**src/rtl/noc_pkg.sv**
```systemverilog
`default_nettype none
// ============================================================================
// Module   : noc_pkg
// Brief    : Shared flit format, crossbar port indices and XY route function.
// Revision : 1.0
// ============================================================================
package noc_pkg;

    localparam int NUM_PORTS = 5;
    localparam int PORT_L    = 0;
    localparam int PORT_N    = 1;
    localparam int PORT_E    = 2;
    localparam int PORT_S    = 3;
    localparam int PORT_W    = 4;

    typedef enum logic [1:0] {
        FLIT_BODY   = 2'b00,
        FLIT_HEAD   = 2'b01,
        FLIT_TAIL   = 2'b10,
        FLIT_SINGLE = 2'b11
    } flit_type_e;

    typedef struct packed {
        flit_type_e  ftype;
        logic [2:0]  dest_x;
        logic [2:0]  dest_y;
        logic [7:0]  payload;
    } flit_t;

    // Dimension-ordered routing: resolve X completely before Y.
    function automatic logic [NUM_PORTS-1:0] xy_route(
        input logic [2:0] dest_x,
        input logic [2:0] dest_y,
        input logic [2:0] x,
        input logic [2:0] y
    );
        logic [NUM_PORTS-1:0] w_route;
        w_route = '0;
        if (dest_x > x)
            w_route[PORT_E] = 1'b1;
        else if (dest_x < x)
            w_route[PORT_W] = 1'b1;
        else if (dest_y > y)
            w_route[PORT_N] = 1'b1;
        else if (dest_y < y)
            w_route[PORT_S] = 1'b1;
        else
            w_route[PORT_L] = 1'b1;
        return w_route;
    endfunction

endpackage
`default_nettype wire

```
**src/rtl/noc_flit_fifo.sv**
```systemverilog
`default_nettype none
// ============================================================================
// Module   : noc_flit_fifo
// Brief    : DEPTH-entry circular flit buffer with occupancy count and overflow.
// Revision : 1.0
// ============================================================================
module noc_flit_fifo #(
    parameter int DEPTH = 5,
    parameter int WIDTH = 16
) (
    input  logic                         clk,
    input  logic                         rst,
    input  logic                         push,
    input  logic                         pop,
    input  logic [WIDTH-1:0]             din,
    output logic [WIDTH-1:0]             dout,
    output logic                         full,
    output logic                         empty,
    output logic [$clog2(DEPTH+1)-1:0]   count,
    output logic                         overflow
);

    localparam int c_PW = (DEPTH > 1) ? $clog2(DEPTH) : 1;
    localparam int c_CW = $clog2(DEPTH + 1);
    localparam logic [c_PW-1:0] c_LAST = c_PW'(DEPTH - 1);
    localparam logic [c_CW-1:0] c_FULL = c_CW'(DEPTH);

    logic [WIDTH-1:0] r_mem [DEPTH];
    logic [c_PW-1:0]  r_wr_ptr;
    logic [c_PW-1:0]  r_rd_ptr;
    logic [c_CW-1:0]  r_count;
    logic             w_do_push;
    logic             w_do_pop;

    // Fullness is judged before any same-cycle pop, so a push into a full
    // buffer is dropped even when a slot frees up at the same edge.
    assign full      = (r_count == c_FULL);
    assign empty     = (r_count == '0);
    assign w_do_push = push && !full;
    assign w_do_pop  = pop && !empty;
    assign overflow  = push && full;
    assign dout      = r_mem[r_rd_ptr];
    assign count     = r_count;

    always_ff @(posedge clk) begin
        if (rst) begin
            r_wr_ptr <= '0;
            r_rd_ptr <= '0;
            r_count  <= '0;
        end else begin
            if (w_do_push)
                r_wr_ptr <= (r_wr_ptr == c_LAST) ? '0 : r_wr_ptr + 1'b1;
            if (w_do_pop)
                r_rd_ptr <= (r_rd_ptr == c_LAST) ? '0 : r_rd_ptr + 1'b1;
            case ({w_do_push, w_do_pop})
                2'b10:   r_count <= r_count + 1'b1;
                2'b01:   r_count <= r_count - 1'b1;
                default: r_count <= r_count;
            endcase
        end
    end

    always_ff @(posedge clk) begin
        if (w_do_push)
            r_mem[r_wr_ptr] <= din;
    end

endmodule
`default_nettype wire

```
**src/rtl/noc_input_port.sv**
```systemverilog
`default_nettype none
// ============================================================================
// Module   : noc_input_port
// Brief    : Router input port: flit buffer, XY route request, packet forward,
//            credit return and sticky protocol error flag.
// Revision : 1.0
// ============================================================================
module noc_input_port
    import noc_pkg::*;
#(
    parameter int         DEPTH   = 5,
    parameter logic [2:0] X_COORD = 3'd0,
    parameter logic [2:0] Y_COORD = 3'd0
) (
    input  logic                 clk,
    input  logic                 rst,
    input  logic [15:0]          data_i,
    input  logic                 valid_i,
    output logic                 credit_o,
    output logic [NUM_PORTS-1:0] req_o,
    input  logic                 grant_i,
    input  logic                 out_ready_i,
    output logic [15:0]          data_o,
    output logic                 valid_o,
    output logic                 error_o
);

    typedef enum logic [1:0] {
        ST_IDLE = 2'd0,
        ST_REQ  = 2'd1,
        ST_FWD  = 2'd2
    } state_e;

    state_e                 r_state;
    logic                   r_first;
    logic                   r_credit;
    logic [NUM_PORTS-1:0]   r_req;
    logic [15:0]            r_data;
    logic                   r_valid;
    logic                   r_error;

    logic [15:0]            w_fifo_dout;
    logic                   w_full;
    logic                   w_empty;
    logic [$clog2(DEPTH+1)-1:0] w_count;
    logic                   w_overflow;
    logic                   w_pop;
    logic                   w_is_head;
    logic                   w_is_tail;
    flit_t                  w_head_flit;
    logic                   w_unused;

    noc_flit_fifo #(
        .DEPTH (DEPTH),
        .WIDTH (16)
    ) u_fifo (
        .clk      (clk),
        .rst      (rst),
        .push     (valid_i),
        .pop      (w_pop),
        .din      (data_i),
        .dout     (w_fifo_dout),
        .full     (w_full),
        .empty    (w_empty),
        .count    (w_count),
        .overflow (w_overflow)
    );

    assign w_unused    = &{1'b0, w_full, w_count};
    assign w_head_flit = w_fifo_dout;
    assign w_is_head   = (w_head_flit.ftype == FLIT_HEAD) || (w_head_flit.ftype == FLIT_SINGLE);
    assign w_is_tail   = (w_head_flit.ftype == FLIT_TAIL) || (w_head_flit.ftype == FLIT_SINGLE);

    // Orphan body/tail flits in IDLE are drained so their credit still returns.
    always_comb begin
        w_pop = 1'b0;
        case (r_state)
            ST_IDLE: w_pop = !w_empty && !w_is_head;
            ST_FWD:  w_pop = !w_empty && out_ready_i;
            default: w_pop = 1'b0;
        endcase
    end

    always_ff @(posedge clk) begin
        if (rst) begin
            r_state  <= ST_IDLE;
            r_first  <= 1'b0;
            r_credit <= 1'b0;
            r_req    <= '0;
            r_data   <= '0;
            r_valid  <= 1'b0;
            r_error  <= 1'b0;
        end else begin
            r_credit <= w_pop;
            r_valid  <= 1'b0;
            if (w_overflow)
                r_error <= 1'b1;
            case (r_state)
                ST_IDLE: begin
                    if (!w_empty) begin
                        if (w_is_head) begin
                            r_req   <= xy_route(w_head_flit.dest_x, w_head_flit.dest_y,
                                                X_COORD, Y_COORD);
                            r_state <= ST_REQ;
                        end else begin
                            r_error <= 1'b1;
                        end
                    end
                end
                ST_REQ: begin
                    if (grant_i) begin
                        r_state <= ST_FWD;
                        r_first <= 1'b1;
                    end
                end
                ST_FWD: begin
                    if (w_pop) begin
                        r_data  <= w_head_flit;
                        r_valid <= 1'b1;
                        r_first <= 1'b0;
                        if (w_is_head && !r_first)
                            r_error <= 1'b1;
                        if (w_is_tail) begin
                            r_req   <= '0;
                            r_state <= ST_IDLE;
                        end
                    end
                end
                default: r_state <= ST_IDLE;
            endcase
        end
    end

    assign credit_o = r_credit;
    assign req_o    = r_req;
    assign data_o   = r_data;
    assign valid_o  = r_valid;
    assign error_o  = r_error;

endmodule
`default_nettype wire

```
**config.mk**
```make
export PLATFORM = sky130hd
export DESIGN_NAME = noc_input_port
export DESIGN_NICKNAME = d
export VERILOG_FILES = /design/src/rtl/noc_pkg.sv /design/src/rtl/noc_flit_fifo.sv /design/src/rtl/noc_input_port.sv
export SDC_FILE = /design/constraint.sdc
export NUM_CORES = 1
export LEC_CHECK = 0
export CAP_MARGIN = 10
export CORE_MARGIN = 2
export CORE_UTILIZATION = 43
export CTS_CLUSTER_SIZE = 8
export DETAILED_ROUTE_END_ITERATION = 8
export SLEW_MARGIN = 0
export SYNTH_ARGS = -nofsm -noshare
export SYNTH_HDL_FRONTEND = slang
export SYNTH_SLANG_ARGS = --single-unit
```
**constraint.sdc**
```tcl
create_clock -name clk -period 10 [get_ports clk]
set_input_delay 2 -clock clk [delete_from_list [all_inputs] [get_ports clk]]
set_output_delay 2 -clock clk [all_outputs]
set_load 0.005 [all_outputs]
```
==> results.toml <==
[critical_path]
cpLargestDelayFamily = "buffers and inverters"
critPathMaxStageDelay_ns = 0.51
rrSetupSlack_ns = 6.87
critical_path_buf_inv_count = 3
cp-end-kind = "register"
cp.arrival_ns = 4.14
slowest_stage = "clkdlybuf4s50_1"
worstPathCellList = "clkdlybuf4s50_1 -> nand2b_1 -> o211ai_4 -> inv_1 -> ha_1 -> inv_1 -> fa_1 -> xor2_1 -> or3_1 -> a21oi_1"
required_ns = 10.44
crit_top_cell = "inv_1"
reg2reg_to = "u_fifo.count[2]"
worstRegToRegCells = 10
critical_path_class = "input port to register"
worst-path-max-fanout = 7
start_kind = "input port"

[floorplanning]
dieArea_um2 = 11440
die_x_um = 106.9
start_util = 0.4414
die_y_um = 106.9
rows = 37
ios = 45
coreArea_um2 = 10320

[timing]
finalMaxSlewViolations = 0
setup_tns_ns = 0
clock_skew_ns = 0.009990
rsz0062_at_grt = "false"
hold_viol = 0
worstMarginPinSlew_ns = 1.008
layout_setup_ws_ns = 6.304
setup_viol = 0
period_needed_ns = 3.696
max_freq_ghz = 0.2705
finalCritPeriodShare = 0.3696
relSlewSlack = 0.3272

[cts]
cts_hold_buf = 0
clk_latency_ns = 0.51
path_clk_slew_ns = 0.06
numCtsBuffers = 17
clock-sinks = 117
ctsResizeCount = 0
clk_path_buf_depth = 2
postCtsSetupRepairBufs = 0
htreeDepth = 4
cts-root-buf = "clkbuf_8"
cts_tree = "yes"

[cells_and_area]
antennaDiodeCount = 0
multi_input_area_um2 = 1326
seqCellArea_um2 = 3143
area_delta_synth_final_pct = 26.52
final_nets = 376
fillers = 823
post_route_cells_drive_above_1_share = 0.1851

[detailed_routing]
ant_nets = 0
via_per_inst = 5.044
first_iter_violations = 92
route.detailed.wl_per_inst_um = 16.92
finalWirelength_mm = 8.424
num_vias = 2512
route.detailed.drc = 0
dr.pass1.iters = 4

[global_route]
grt_max_degree = 36
grt_pass1_wl_mm = 13.28
gr-total-overflow = 0
antenna_found_initial = 0
track_usage = 0.1595
grt_pass1_vias = 2510

[hold_path]
hp-start = "r_first"
min_to = "r_first"
worst_hold_path_type = "register to register"
min_path_cells = 2

[power_and_ir_drop]
p_leak_nw = 1.922
p_total_mw = 1.444
p_per_area_nw_per_um2 = 250.5
peakVddDrop_v = 0.0001124

[synth]
ys_seq_area_frac = 0.6897
syn_area_um2 = 4557
ys_seq_elements = 117
synth_cells = 296
yosysUniqueCellTypes = 43
async_flop_share = 0
synth_edf_count = 80
syn_avg_cell_area_um2 = 15.39
yosysWarnings = 0
ys.flop_type = "edfxtp_1"

[placed_design]
pre_cts_ws_ns = 5.788
port_buffers = 42
hpwl_mm = 5.296
place_congestion = 0.7737

[outcome]
status = "finished, final reports clean"

[job]
drv_cap = 0
==> metal layers <==
| metal | vias up | share of wire | global-route usage |
|---|---|---|---|
| met5 | - | 0 | 0 |
| met4 | 0 | 0.014 | 0.05937 |
| met2 | 54 | 0.49 | 0.2525 |
| met3 | 10 | 0.035 | 0.05350 |
| li1 | 1218 | - | - |
| met1 | 1230 | 0.46 | 0.2050 |
==> cell type report <==
class	instances	share of cell area
sequential	117	0.5451
timing repair buffer	50	0.08333
tap	136	0.02951
clock buffer	24	0.08529
multi-input combinational	154	0.2300
clock inverter	8	0.02083
inverter	9	0.005859
==> where the power goes <==
part           total [mW]  internal [mW]  switching [mW]
logic               0.256          0.129           0.127
registers           0.580          0.556          0.0236
clock network       0.609          0.413           0.196
total                1.44           1.10           0.347
==> registers in the layout, summed over array words and instances, names as in the netlist, named ones only <==
| name | flops |
|---|---|
| u_fifo.r_mem | 80 |
| u_fifo.count | 3 |
| error_o | 1 |
| req_o | 3 |
| r_state | 2 |
| r_first | 1 |
| u_fifo.r_wr_ptr | 3 |
| credit_o | 1 |
| valid_o | 1 |
| data_o | 16 |
| u_fifo.r_rd_ptr | 3 |
==> kinds of logic (layout without fill, tap and decap cells) <==
kind of cell	Yosys count	in the layout	synth area share
adders and majority gates	6	6	0.01812
DFF	117	117	0.6897
muxes	34	34	0.1271
and+or+nand+nor	78	78	0.08402
xor gates and xnor gates	2	2	0.003845
AOI/OAI and AO/OA	32	32	0.04942
other	1	2	0.0008229
buffers and inverters	26	91	0.02691
==> worst max path at each step <==
stage / slack, ns / startpoint / depth (start not counted) / to
2_1_floorplan: 5.48 / valid_i / 3 / u_fifo.r_mem[4][0]
3_3_place_gp: 5.85 / out_ready_i / 10 / u_fifo.count[2]
3_5_place_dp: 5.79 / out_ready_i / 10 / u_fifo.count[2]
4_1_cts: 6.31 / out_ready_i / 10 / u_fifo.count[2]
5_1_grt: 6.24 / out_ready_i / 10 / u_fifo.count[2]
6_report: 6.30 / out_ready_i / 10 / u_fifo.count[2]
==> tightest hold or removal path: stages, from the launching register on <==
cell,delay [ns]
dfxtp_1,0.30
nand2_1,0.05
a21oi_1,0.05
==> Yosys cell counts (2+ instances only) <==
cell | instances | share of area
mux4_1 | 5 | 0.029
nand2_1 | 11 | 0.0091
nor3b_1 | 2 | 0.0033
buf_4 | 2 | 0.0033
mux2_2 | 6 | 0.015
or3_1 | 3 | 0.0041
nand2b_1 | 3 | 0.0041
nor3_2 | 2 | 0.0044
mux2i_1 | 11 | 0.024
xor2_1 | 2 | 0.0038
nor3_1 | 6 | 0.0066
o21ai_0 | 5 | 0.0055
nor4_1 | 4 | 0.0055
nor2_1 | 37 | 0.030
edfxtp_1 | 80 | 0.53
nand3b_1 | 2 | 0.0033
buf_6 | 2 | 0.0049
dfxtp_1 | 37 | 0.16
a21oi_1 | 13 | 0.014
inv_1 | 9 | 0.0074
a211oi_1 | 8 | 0.013
clkbuf_1 | 10 | 0.0082
mux4_2 | 11 | 0.054
buf_2 | 2 | 0.0022
ha_1 | 5 | 0.014
==> layout by cell type (no fill, tap or decap), types with 2 or more instances in the layout <==
master and instances:
nor4_2 4, nor3_2 2, xor2_1 2, clkinv_2 2, nor3b_1 2, conb_1 2, ha_1 5, inv_1 9
nor3_1 6, a21oi_1 13, nor2_1 37, nand2_1 11, a211oi_1 8, mux4_1 5, mux2_2 6, nand2b_1 3
buf_4 8, o21ai_0 5, clkdlybuf4s50_1 42, mux2i_1 11, or3_1 3, dfxtp_1 37, clkbuf_8 4, mux4_2 11
clkbuf_16 17, nand3b_1 2, bufinv_16 3, clkbuf_1 3, edfxtp_1 80
==> through the flow <==
step                        util  hold slack [ns]  std cells  area (um2)
after floorplan                -           0.4312        297        4561
after global placement    0.4992           0.4454        466        5154
after detailed placement  0.4992           0.4451        466        5154
after CTS                 0.5585           0.4506        498        5766
after global routing      0.5585           0.4760        498        5766
final                     0.5585           0.4503        498        5766
(Power assumes the default switching activity.)
